<file path="config.mk">
export PLATFORM = sky130hd
export DESIGN_NAME = conway_board_ctrl
export DESIGN_NICKNAME = d
export VERILOG_FILES = /design/src/rtl/conway_board_ctrl.sv
export SDC_FILE = /design/constraint.sdc
export NUM_CORES = 1
export LEC_CHECK = 0
export CAP_MARGIN = 20
export CORE_MARGIN = 2
export CORE_UTILIZATION = 67
export CTS_BUF_LIST = sky130_fd_sc_hd__clkbuf_4 sky130_fd_sc_hd__clkbuf_8
export CTS_CLUSTER_SIZE = 16
export DETAILED_ROUTE_END_ITERATION = 8
export PLACE_DENSITY = 0.93
export SLEW_MARGIN = 20
export SYNTH_ARGS = -nofsm -noshare
export SYNTH_HDL_FRONTEND = slang
export SYNTH_SLANG_ARGS = --single-unit
</file>
<file path="constraint.sdc">
create_clock -name clk -period 10.9 [get_ports clk]
set_clock_uncertainty 0.05 [all_clocks]
set_input_delay 1.09 -clock clk [delete_from_list [all_inputs] [get_ports clk]]
set_output_delay 1.09 -clock clk [all_outputs]
set_load 0.05 [all_outputs]
</file>
<file path="src/rtl/conway_board_ctrl.sv">
// Game-of-Life board controller: evaluates one row per cycle into a shadow board, then commits.
// Define CONWAY_TORUS_EN to make the board edges wrap; otherwise cells off the board are dead.
module conway_board_ctrl #(
  parameter int ROWS = 8,
  parameter int COLS = 8
) (
  input  logic                    clk,
  input  logic                    rst,
  input  logic                    ena,
  input  logic                    load_valid,
  input  logic [$clog2(ROWS)-1:0] load_row,
  input  logic [COLS-1:0]         load_data,
  input  logic                    step,
  input  logic                    run,
  input  logic                    stop,
  input  logic [$clog2(ROWS)-1:0] rd_row,
  output logic [COLS-1:0]         rd_data,
  output logic                    busy,
  output logic                    gen_done,
  output logic                    stable,
  output logic [15:0]             gen_count
);

  localparam int RW = $clog2(ROWS);
  localparam int CW = $clog2(COLS);

  typedef enum logic [1:0] {StIdle, StCompute, StCommit} state_e;

  state_e                     state_q, state_d;
  logic [RW-1:0]              row_q, row_d;
  logic                       run_mode_q, run_mode_d;
  logic [ROWS-1:0][COLS-1:0]  board_q, shadow_q;
  logic [15:0]                gen_count_q;
  logic                       gen_done_q, stable_q;
  logic [COLS-1:0]            rd_data_q;
  logic [COLS-1:0]            next_row;
  logic                       do_load;

  function automatic logic cell_at(input logic [ROWS-1:0][COLS-1:0] b, input int r, input int c);
`ifdef CONWAY_TORUS_EN
    int rw, cw;
    rw = (r + ROWS) % ROWS;
    cw = (c + COLS) % COLS;
    return b[RW'(rw)][CW'(cw)];
`else
    if (r < 0 || r >= ROWS || c < 0 || c >= COLS) return 1'b0;
    return b[RW'(r)][CW'(c)];
`endif
  endfunction

  function automatic logic [COLS-1:0] eval_row(input logic [ROWS-1:0][COLS-1:0] b, input int r);
    logic [COLS-1:0] res;
    int n;
    res = '0;
    for (int c = 0; c < COLS; c++) begin
      n = 0;
      for (int dr = -1; dr <= 1; dr++) begin
        for (int dc = -1; dc <= 1; dc++) begin
          if (dr != 0 || dc != 0) n += int'(cell_at(b, r + dr, c + dc));
        end
      end
      res[CW'(c)] = (n == 3) || (n == 2 && b[RW'(r)][CW'(c)]);
    end
    return res;
  endfunction

  always_comb next_row = eval_row(board_q, int'(row_q));

  always_comb begin
    state_d    = state_q;
    row_d      = row_q;
    run_mode_d = run_mode_q;
    do_load    = 1'b0;
    unique case (state_q)
      StIdle: begin
        do_load = load_valid;
        if (stop) begin
          run_mode_d = 1'b0;
        end else if (!load_valid && (step || run)) begin
          // A load in the same cycle wins; the start request is dropped.
          state_d    = StCompute;
          row_d      = '0;
          run_mode_d = run && !step;
        end
      end
      StCompute: begin
        if (stop) run_mode_d = 1'b0;
        if (row_q == RW'(ROWS - 1)) state_d = StCommit;
        else                        row_d   = row_q + 1'b1;
      end
      StCommit: begin
        row_d = '0;
        if (stop) run_mode_d = 1'b0;
        state_d = (run_mode_q && !stop) ? StCompute : StIdle;
      end
      default: state_d = StIdle;
    endcase
  end

  always_ff @(posedge clk or negedge rst) begin
    if (!rst) begin
      state_q    <= StIdle;
      row_q      <= '0;
      run_mode_q <= 1'b0;
    end else if (ena) begin
      state_q    <= state_d;
      row_q      <= row_d;
      run_mode_q <= run_mode_d;
    end
  end

  always_ff @(posedge clk or negedge rst) begin
    if (!rst) begin
      board_q     <= '0;
      shadow_q    <= '0;
      gen_count_q <= '0;
      gen_done_q  <= 1'b0;
      stable_q    <= 1'b0;
      rd_data_q   <= '0;
    end else begin
      gen_done_q <= ena && (state_q == StCommit);
      if (ena) begin
        rd_data_q <= board_q[rd_row];
        if (do_load) begin
          board_q[load_row] <= load_data;
          stable_q          <= 1'b0;
        end
        if (state_q == StCompute) shadow_q[row_q] <= next_row;
        if (state_q == StCommit) begin
          board_q     <= shadow_q;
          gen_count_q <= gen_count_q + 16'd1;
          stable_q    <= (shadow_q == board_q);
        end
      end
    end
  end

  assign rd_data   = rd_data_q;
  assign busy      = (state_q != StIdle);
  assign gen_done  = gen_done_q;
  assign stable    = stable_q;
  assign gen_count = gen_count_q;

endmodule

</file>
==> results of run 1 <==
worst max-delay path: stages (launching register included):
cell	delay (ps)
dfrtp_1	370
buf_4	290
ha_1	280
ha_1	560
mux4_2	560
mux2_2	280
and2_1	190
inv_1	130
fa_1	400
inv_1	100
fa_1	420
fa_1	490
ha_1	240
fa_1	390
and3_1	180
o21ai_1	530
o31ai_1	190
cell type report:
type,count,area [um^2]
repair buffers,52,500
fillers,792,2970
inverters,29,109
clock buffers,22,284
clock inverters,9,158
flip-flops and latches,128,3200
multi-input cells,588,4610
well taps,147,184
where the power goes:
group / internal (uW) / leakage (uW) / switching, uW
clock: 268 / 0.000219 / 198
sequential: 545 / 0.00140 / 109
combinational: 368 / 0.00214 / 570
sequential cells by signal, summed over array words and instances, names as in the netlist:
signal	count
rd_data	8
shadow_q	32
gen_done	1
state_q	2
row_q	3
board_q	64
run_mode_q	1
stable	1
gen_count	16
Yosys cell counts (3+ instances only):
master | instances | area, um^2
clkbuf_1 | 11 | 41.3
nor4_1 | 12 | 75.1
nand3b_1 | 5 | 37.5
xnor2_1 | 28 | 245
nand4_1 | 10 | 62.6
and2_1 | 4 | 25.0
a211oi_1 | 4 | 30.0
nand2_1 | 107 | 402
or3b_1 | 3 | 26.3
o21ai_1 | 68 | 340
buf_4 | 4 | 30.0
mux4_1 | 4 | 105
mux4_2 | 28 | 631
nand3_1 | 7 | 35.0
nor3_2 | 4 | 40.0
nand2b_1 | 5 | 31.3
a22oi_1 | 96 | 721
nor3_4 | 4 | 65.1
inv_1 | 28 | 105
mux2i_1 | 16 | 160
fa_1 | 12 | 240
o21ai_2 | 8 | 70.1
a21oi_1 | 12 | 60.1
o21ai_0 | 7 | 35.0
ha_1 | 17 | 213
mux2_2 | 16 | 180
o31ai_1 | 17 | 128
nor3_1 | 4 | 20.0
o22ai_1 | 5 | 31.3
buf_1 | 15 | 56.3
nor2b_1 | 9 | 56.3
nor2_1 | 25 | 93.8
or2_2 | 3 | 18.8
dfrtp_1 | 128 | 3200
and3_1 | 5 | 31.3
buf_2 | 22 | 110
xor2_1 | 19 | 166
stage by stage:
stage / utilization [%] / area (um^2) / setup slack (ps) / total power, uW
after global routing: 75.3 / 9050 / 4700 / 2170
final: 75.3 / 9050 / 5070 / 2060
after CTS: 75.4 / 9050 / 5070 / 2030
after detailed placement: 71.7 / 8610 / 5170 / 1560
after global placement: 71.6 / 8600 / 5390 / 1500
after floorplan: - / 8230 / 5740 / 1330
layer usage:
| layer | vias up | share of wire [%] |
|---|---|---|
| met3 | 115 | 13 |
| li1 | 2986 | - |
| met4 | 0 | 5.2 |
| met5 | - | 0 |
| met1 | 3442 | 36 |
| met2 | 602 | 46 |
worst paths after layout:
| kind | from | endpoint | slack (ps) | cells after the start |
|---|---|---|---|---|
| setup / recovery | row_q[0] | shadow_q[18] | 5070 | 16 |
| hold / removal | gen_count[8] | gen_count[8] | 460 | 1 |
| setup reg to reg | row_q[0] | shadow_q[18] | 5070 | 16 |
| hold reg to reg | gen_count[8] | gen_count[8] | 460 | 1 |
| max in group asynchronous | rst | shadow_q[43] | 8760 | 2 |
| min in group asynchronous | rst | gen_count[15] | 640 | 1 |
logic make-up (layout without fill, tap and decap cells):
logic type	Yosys count	count (layout)	share of synthesized area [%]
multiplexers	64	64	13.1
AO/OA/AOI/OAI	230	230	18.8
buffers and inverters	87	112	5.21
AND/OR/NAND/NOR	218	218	13.5
flip-flops	128	128	38.9
XOR/XNOR	47	47	5.00
adder cells (fa/ha/maj)	29	29	5.50
==> flow_results.xml, run 1 <==
<?xml version="1.0" encoding="UTF-8"?>
<metrics>
  <group name="clock_network">
    <metric name="cts-hold-fix-buffers" unit="">0</metric>
    <metric name="cts_post_setup_buffers_inserted" unit="">0</metric>
    <metric name="worst_skew_pair.late_latency" unit="ps">470</metric>
    <metric name="root_buffer" unit="">clkbuf_8</metric>
    <metric name="cts_bufs_inserted" unit="">17</metric>
    <metric name="htree_levels" unit="">4</metric>
    <metric name="clock-sinks" unit="">128</metric>
    <metric name="tritoncts" unit="">yes</metric>
    <metric name="cts_resized" unit="">0</metric>
    <metric name="clockBufferDepth" unit="">2</metric>
    <metric name="clk_pin_slew_worst_paths" unit="ps">80</metric>
  </group>
  <group name="sta">
    <metric name="timing.final.crit_period" unit="ps">5830</metric>
    <metric name="setup_viol_count_final" unit="">0</metric>
    <metric name="timing.hold.ws" unit="ps">457</metric>
    <metric name="report.final.hold_viol_count" unit="">0</metric>
    <metric name="finalSetupTns" unit="ps">0</metric>
    <metric name="max_clock_freq" unit="MHz">172</metric>
    <metric name="rsz0062_at_grt" unit="">false</metric>
    <metric name="period_utilization_post_route" unit="%">53.5</metric>
    <metric name="slew_headroom" unit="%">42.3</metric>
    <metric name="tightest_slew" unit="ps">866</metric>
    <metric name="slew_violations" unit="">0</metric>
  </group>
  <group name="yosys">
    <metric name="synth-seq-area-share" unit="%">38.9</metric>
    <metric name="synth.net_count" unit="">853</metric>
    <metric name="synth-edff-count" unit="">0</metric>
    <metric name="netlist_area" unit="um^2">8230</metric>
    <metric name="synth_cell_types" unit="">60</metric>
    <metric name="ys_ff_latch" unit="">128</metric>
    <metric name="synthesis.area_per_instance" unit="um^2">10.2</metric>
    <metric name="ys_async_sr_fraction" unit="%">100</metric>
    <metric name="synthFlopType" unit="">dfrtp_1</metric>
    <metric name="syn-instance-count" unit="">803</metric>
    <metric name="yosysWarningCount" unit="">0</metric>
  </group>
  <group name="floorplanning">
    <metric name="io_pins" unit="">48</metric>
    <metric name="die_span_y" unit="um">115</metric>
    <metric name="initial_core_util" unit="%">68.5</metric>
    <metric name="core-area" unit="um^2">12000</metric>
    <metric name="floorplan.rows" unit="">40</metric>
    <metric name="die-area" unit="um^2">13200</metric>
    <metric name="fp.dieW" unit="um">115</metric>
  </group>
  <group name="route">
    <metric name="routed_wl" unit="um">24200</metric>
    <metric name="ant_nets_after_route" unit="">0</metric>
    <metric name="drt_iter0_drc" unit="">1063</metric>
    <metric name="detail_route.drc_violations" unit="">0</metric>
    <metric name="routed_wire_length_per_instance" unit="um">24.8</metric>
    <metric name="vias" unit="">7145</metric>
    <metric name="dr.pass1.iters" unit="">6</metric>
    <metric name="vias_per_cell" unit="">7.33</metric>
  </group>
  <group name="place">
    <metric name="gp_congestion" unit="">1.01</metric>
    <metric name="detailed_place_hpwl" unit="um">16600</metric>
    <metric name="dpl.cell_count" unit="">944</metric>
    <metric name="buffer_ports.inserted" unit="">47</metric>
  </group>
  <group name="critical_path">
    <metric name="worst_ep_required_time" unit="ps">11160</metric>
    <metric name="setup.worst_path.end_class" unit="">register</metric>
    <metric name="critical_path_arrival" unit="ps">6090</metric>
    <metric name="worst_setup_path_start_kind" unit="">register</metric>
    <metric name="crit_type" unit="">register to register</metric>
    <metric name="worst-path-max-fanout" unit="">46</metric>
  </group>
  <group name="layout">
    <metric name="antenna_cells_inserted" unit="">0</metric>
    <metric name="area_growth_syn_to_layout" unit="%">9.91</metric>
    <metric name="final_net_count" unit="">866</metric>
    <metric name="layout_common_cells" unit="">dfrtp_1, nand2_1, a22oi_1</metric>
    <metric name="commonest_non_fill_non_tap_cell_in_the_layout" unit="">dfrtp_1</metric>
    <metric name="drive_above_1_share" unit="%">13.4</metric>
    <metric name="stdcell_count" unit="">975</metric>
  </group>
  <group name="grt">
    <metric name="groute.layer.met2.usage" unit="%">59.4</metric>
    <metric name="grt_overflow" unit="">0</metric>
    <metric name="grt_most_used_layer" unit="">met2</metric>
    <metric name="global_route.usage.met3" unit="%">12.3</metric>
    <metric name="grt_pass1_wl" unit="um">38700</metric>
    <metric name="global_route.usage.total" unit="%">39.1</metric>
    <metric name="via_count_of_the_first_global_routing_pass" unit="">7107</metric>
    <metric name="largest_net_degree_at_the_start_of_global_routing" unit="">69</metric>
    <metric name="globalRouteMet1Util" unit="%">51.1</metric>
    <metric name="antenna_violations_before_repair" unit="">0</metric>
  </group>
  <group name="run">
    <metric name="maxCapViolCount" unit="">0</metric>
  </group>
  <group name="outcome">
    <metric name="status" unit="">complete, no violations</metric>
  </group>
  <group name="power_and_ir_drop">
    <metric name="power.density" unit="nW/um^2">228</metric>
    <metric name="power.static_leakage" unit="uW">0.00375</metric>
    <metric name="ir_drop" unit="mV">0.165</metric>
  </group>
  <group name="min_path">
    <metric name="min_path_type" unit="">register to register</metric>
  </group>
</metrics>
Power figures use the tool's default switching activity.
==> inputs of run 2 (changes only) <==
Settings changed: CORE_UTILIZATION 67 to 56, PLACE_DENSITY 0.93 to 0.84.
Clock period 10.9 ns to 5.07 ns, I/O delays scaled along.
==> flow_results.xml, run 2 (synthesis results as in run 1) <==
<?xml version="1.0" encoding="UTF-8"?>
<metrics>
  <group name="grt">
    <metric name="largest_net_degree_at_the_start_of_global_routing" unit="">81</metric>
    <metric name="global_route.usage.total" unit="%">29.9</metric>
    <metric name="grt_overflow" unit="">0</metric>
    <metric name="via_count_of_the_first_global_routing_pass" unit="">6613</metric>
    <metric name="antenna_violations_before_repair" unit="">0</metric>
    <metric name="grt_pass1_wl" unit="um">36300</metric>
  </group>
  <group name="clock_network">
    <metric name="root_buffer" unit="">clkbuf_8</metric>
    <metric name="tritoncts" unit="">yes</metric>
    <metric name="clk_pin_slew_worst_paths" unit="ps">70</metric>
    <metric name="cts_bufs_inserted" unit="">17</metric>
    <metric name="cts_post_setup_buffers_inserted" unit="">0</metric>
    <metric name="clockBufferDepth" unit="">2</metric>
    <metric name="worst_skew_pair.late_latency" unit="ps">470</metric>
    <metric name="clock-sinks" unit="">128</metric>
    <metric name="htree_levels" unit="">4</metric>
    <metric name="cts-hold-fix-buffers" unit="">0</metric>
  </group>
  <group name="critical_path">
    <metric name="crit_type" unit="">register to register</metric>
    <metric name="path_depth" unit="">15</metric>
    <metric name="cp_cell_sequence" unit="">ha_1, ha_4, mux4_2, mux2_2, and2_1, inv_2, fa_1, inv_1, fa_1, fa_1, ha_1, fa_1, and3_1, o21ai_4, o31ai_1</metric>
    <metric name="worst_setup_path_start_kind" unit="">register</metric>
    <metric name="timing.rr.start" unit="">row_q[0]</metric>
    <metric name="crit-reg2reg-capture" unit="">shadow_q[26]</metric>
    <metric name="setup.worst_path.end_class" unit="">register</metric>
    <metric name="critical_path.top_delay_family" unit="">adder cells</metric>
    <metric name="critical_path_arrival" unit="ps">5120</metric>
    <metric name="critPathBufInv" unit="">2</metric>
    <metric name="slowest_delay" unit="ps">520</metric>
    <metric name="worstSetupEndpoint" unit="">shadow_q[26]</metric>
    <metric name="cpMaxStageDelayCell" unit="">mux4_2</metric>
    <metric name="timing.critical_path.mode_cell" unit="">fa_1</metric>
    <metric name="worst-path-max-fanout" unit="">8</metric>
    <metric name="reg2reg_slack" unit="ps">240</metric>
    <metric name="worst_ep_required_time" unit="ps">5360</metric>
    <metric name="worst_setup_path_startpoint" unit="">row_q[0]</metric>
    <metric name="reg2regPathDepth" unit="">15</metric>
  </group>
  <group name="place">
    <metric name="buffer_ports.inserted" unit="">47</metric>
    <metric name="place_ws" unit="ps">-64.1</metric>
    <metric name="gp_congestion" unit="">0.915</metric>
    <metric name="detailed_place_hpwl" unit="um">15800</metric>
  </group>
  <group name="floorplanning">
    <metric name="core-area" unit="um^2">14400</metric>
    <metric name="die_span_y" unit="um">125</metric>
    <metric name="initial_core_util" unit="%">57.1</metric>
    <metric name="io_pins" unit="">48</metric>
    <metric name="floorplan.rows" unit="">44</metric>
    <metric name="die-area" unit="um^2">15700</metric>
    <metric name="fp.dieW" unit="um">125</metric>
  </group>
  <group name="sta">
    <metric name="report.final.hold_viol_count" unit="">0</metric>
    <metric name="period_utilization_post_route" unit="%">95.3</metric>
    <metric name="max_clock_freq" unit="MHz">207</metric>
    <metric name="slew_violations" unit="">0</metric>
    <metric name="tightest_slew" unit="ps">1010</metric>
    <metric name="setup_viol_count_final" unit="">0</metric>
    <metric name="worst_slack" unit="ps">239</metric>
    <metric name="rsz0062_at_grt" unit="">false</metric>
    <metric name="slew_headroom" unit="%">32.5</metric>
    <metric name="timing.final.crit_period" unit="ps">4830</metric>
  </group>
  <group name="power_and_ir_drop">
    <metric name="power.density" unit="nW/um^2">476</metric>
    <metric name="power.static_leakage" unit="uW">0.00376</metric>
    <metric name="ir_drop" unit="mV">0.291</metric>
  </group>
  <group name="route">
    <metric name="routed_wire_length_per_instance" unit="um">22.5</metric>
    <metric name="routed_wl" unit="um">22900</metric>
    <metric name="vias_per_cell" unit="">6.82</metric>
    <metric name="detail_route.drc_violations" unit="">0</metric>
    <metric name="dr.pass1.iters" unit="">7</metric>
    <metric name="ant_nets_after_route" unit="">0</metric>
    <metric name="vias" unit="">6936</metric>
    <metric name="drt_iter0_drc" unit="">933</metric>
  </group>
  <group name="layout">
    <metric name="largest-register" unit="">board_q</metric>
    <metric name="multi_input_logic_area" unit="um^2">4630</metric>
    <metric name="largest_register_ff_count" unit="">64</metric>
    <metric name="commonest_non_fill_non_tap_cell_in_the_layout" unit="">dfrtp_1</metric>
    <metric name="drive_above_1_share" unit="%">14.3</metric>
    <metric name="final-seq-area" unit="um^2">3200</metric>
    <metric name="antenna_cells_inserted" unit="">0</metric>
    <metric name="final_net_count" unit="">872</metric>
    <metric name="layout_common_cells" unit="">dfrtp_1, nand2_1, a22oi_1</metric>
    <metric name="final_core_utilization" unit="%">63.3</metric>
    <metric name="area_growth_syn_to_layout" unit="%">10.9</metric>
    <metric name="fill_cells" unit="">1126</metric>
  </group>
  <group name="run">
    <metric name="maxCapViolCount" unit="">0</metric>
  </group>
  <group name="min_path">
    <metric name="min_path_type" unit="">input pin to async pin</metric>
  </group>
  <group name="outcome">
    <metric name="status" unit="">complete, no violations</metric>
  </group>
</metrics>
[run 2: changes by cell type in the layout (fill, tap and decap cells not counted), moves of 2 or more]
cell / delta
buf_4: +5
clkbuf_8: +3
bufinv_16: -2
clkinv_4: -2
[run 2: per-layer routing]
layer  vias to the layer above  global-route usage, %  wire, um  share of wire, %
li1                       3001                      -         -                 -
met1                      3372                   40.9      8520                37
met2                       483                   45.6     10600                47
met3                        80                   9.58      2970                13
met4                         0                   10.1       739               3.2
met5                         -                      0         0                 0
[run 2: what timing repair did]
item,in CTS,in global routing
gates resized for setup,2,3
endpoints found under the setup margin,8,8
pin swaps,0,1
[run 2: power by group]
| part | switching [uW] | internal, uW |
|---|---|---|
| combinational | 1210 | 847 |
| clock | 400 | 512 |
| sequential | 209 | 1170 |
[run 2: worst min path at each step]
stage,start,endpoint,slack [ps],cells past startpoint
after floorplan,rst,board_q[0],160,0
after global placement,gen_count[15],gen_count[15],410,1
after detailed placement,gen_count[15],gen_count[15],410,1
after CTS,rst,board_q[11],190,1
after global routing,rst,rd_data[7],90,1
final,rst,board_q[28],20,1
[run 2: area by class of cell]
type	count	share of cell area [%]
multi-input combinational	588	50.7
inverter	29	1.19
tap	184	2.52
sequential	128	35.1
clock buffer	25	3.56
clock inverter	5	0.850
timing repair buffer	58	6.07
[run 2: worst reg2reg max path, stage by stage, from the launching register on]
cell     delay [ps]
dfrtp_1         400
ha_1            230
ha_4            340
mux4_2          520
mux2_2          260
and2_1          190
inv_2           100
fa_1            400
inv_1            90
fa_1            410
fa_1            480
ha_1            230
fa_1            400
and3_1          210
o21ai_4         250
o31ai_1         120
[run 2: metrics by stage]
| stage | area, um^2 | total power [uW] | TNS [ps] | hold WS [ps] | instances |
|---|---|---|---|---|---|
| 2_1_floorplan | 8230 | 2880 | 0 | 161 | 803 |
| 3_3_place_gp | 8700 | 3270 | 0 | 413 | 987 |
| 3_5_place_dp | 8700 | 3350 | -393 | 411 | 987 |
| 4_1_cts | 9110 | 4300 | 0 | 192 | 1017 |
| 5_1_grt | 9130 | 4590 | 0 | 93.4 | 1017 |
| 6_report | 9130 | 4350 | 0 | 16.0 | 1017 |
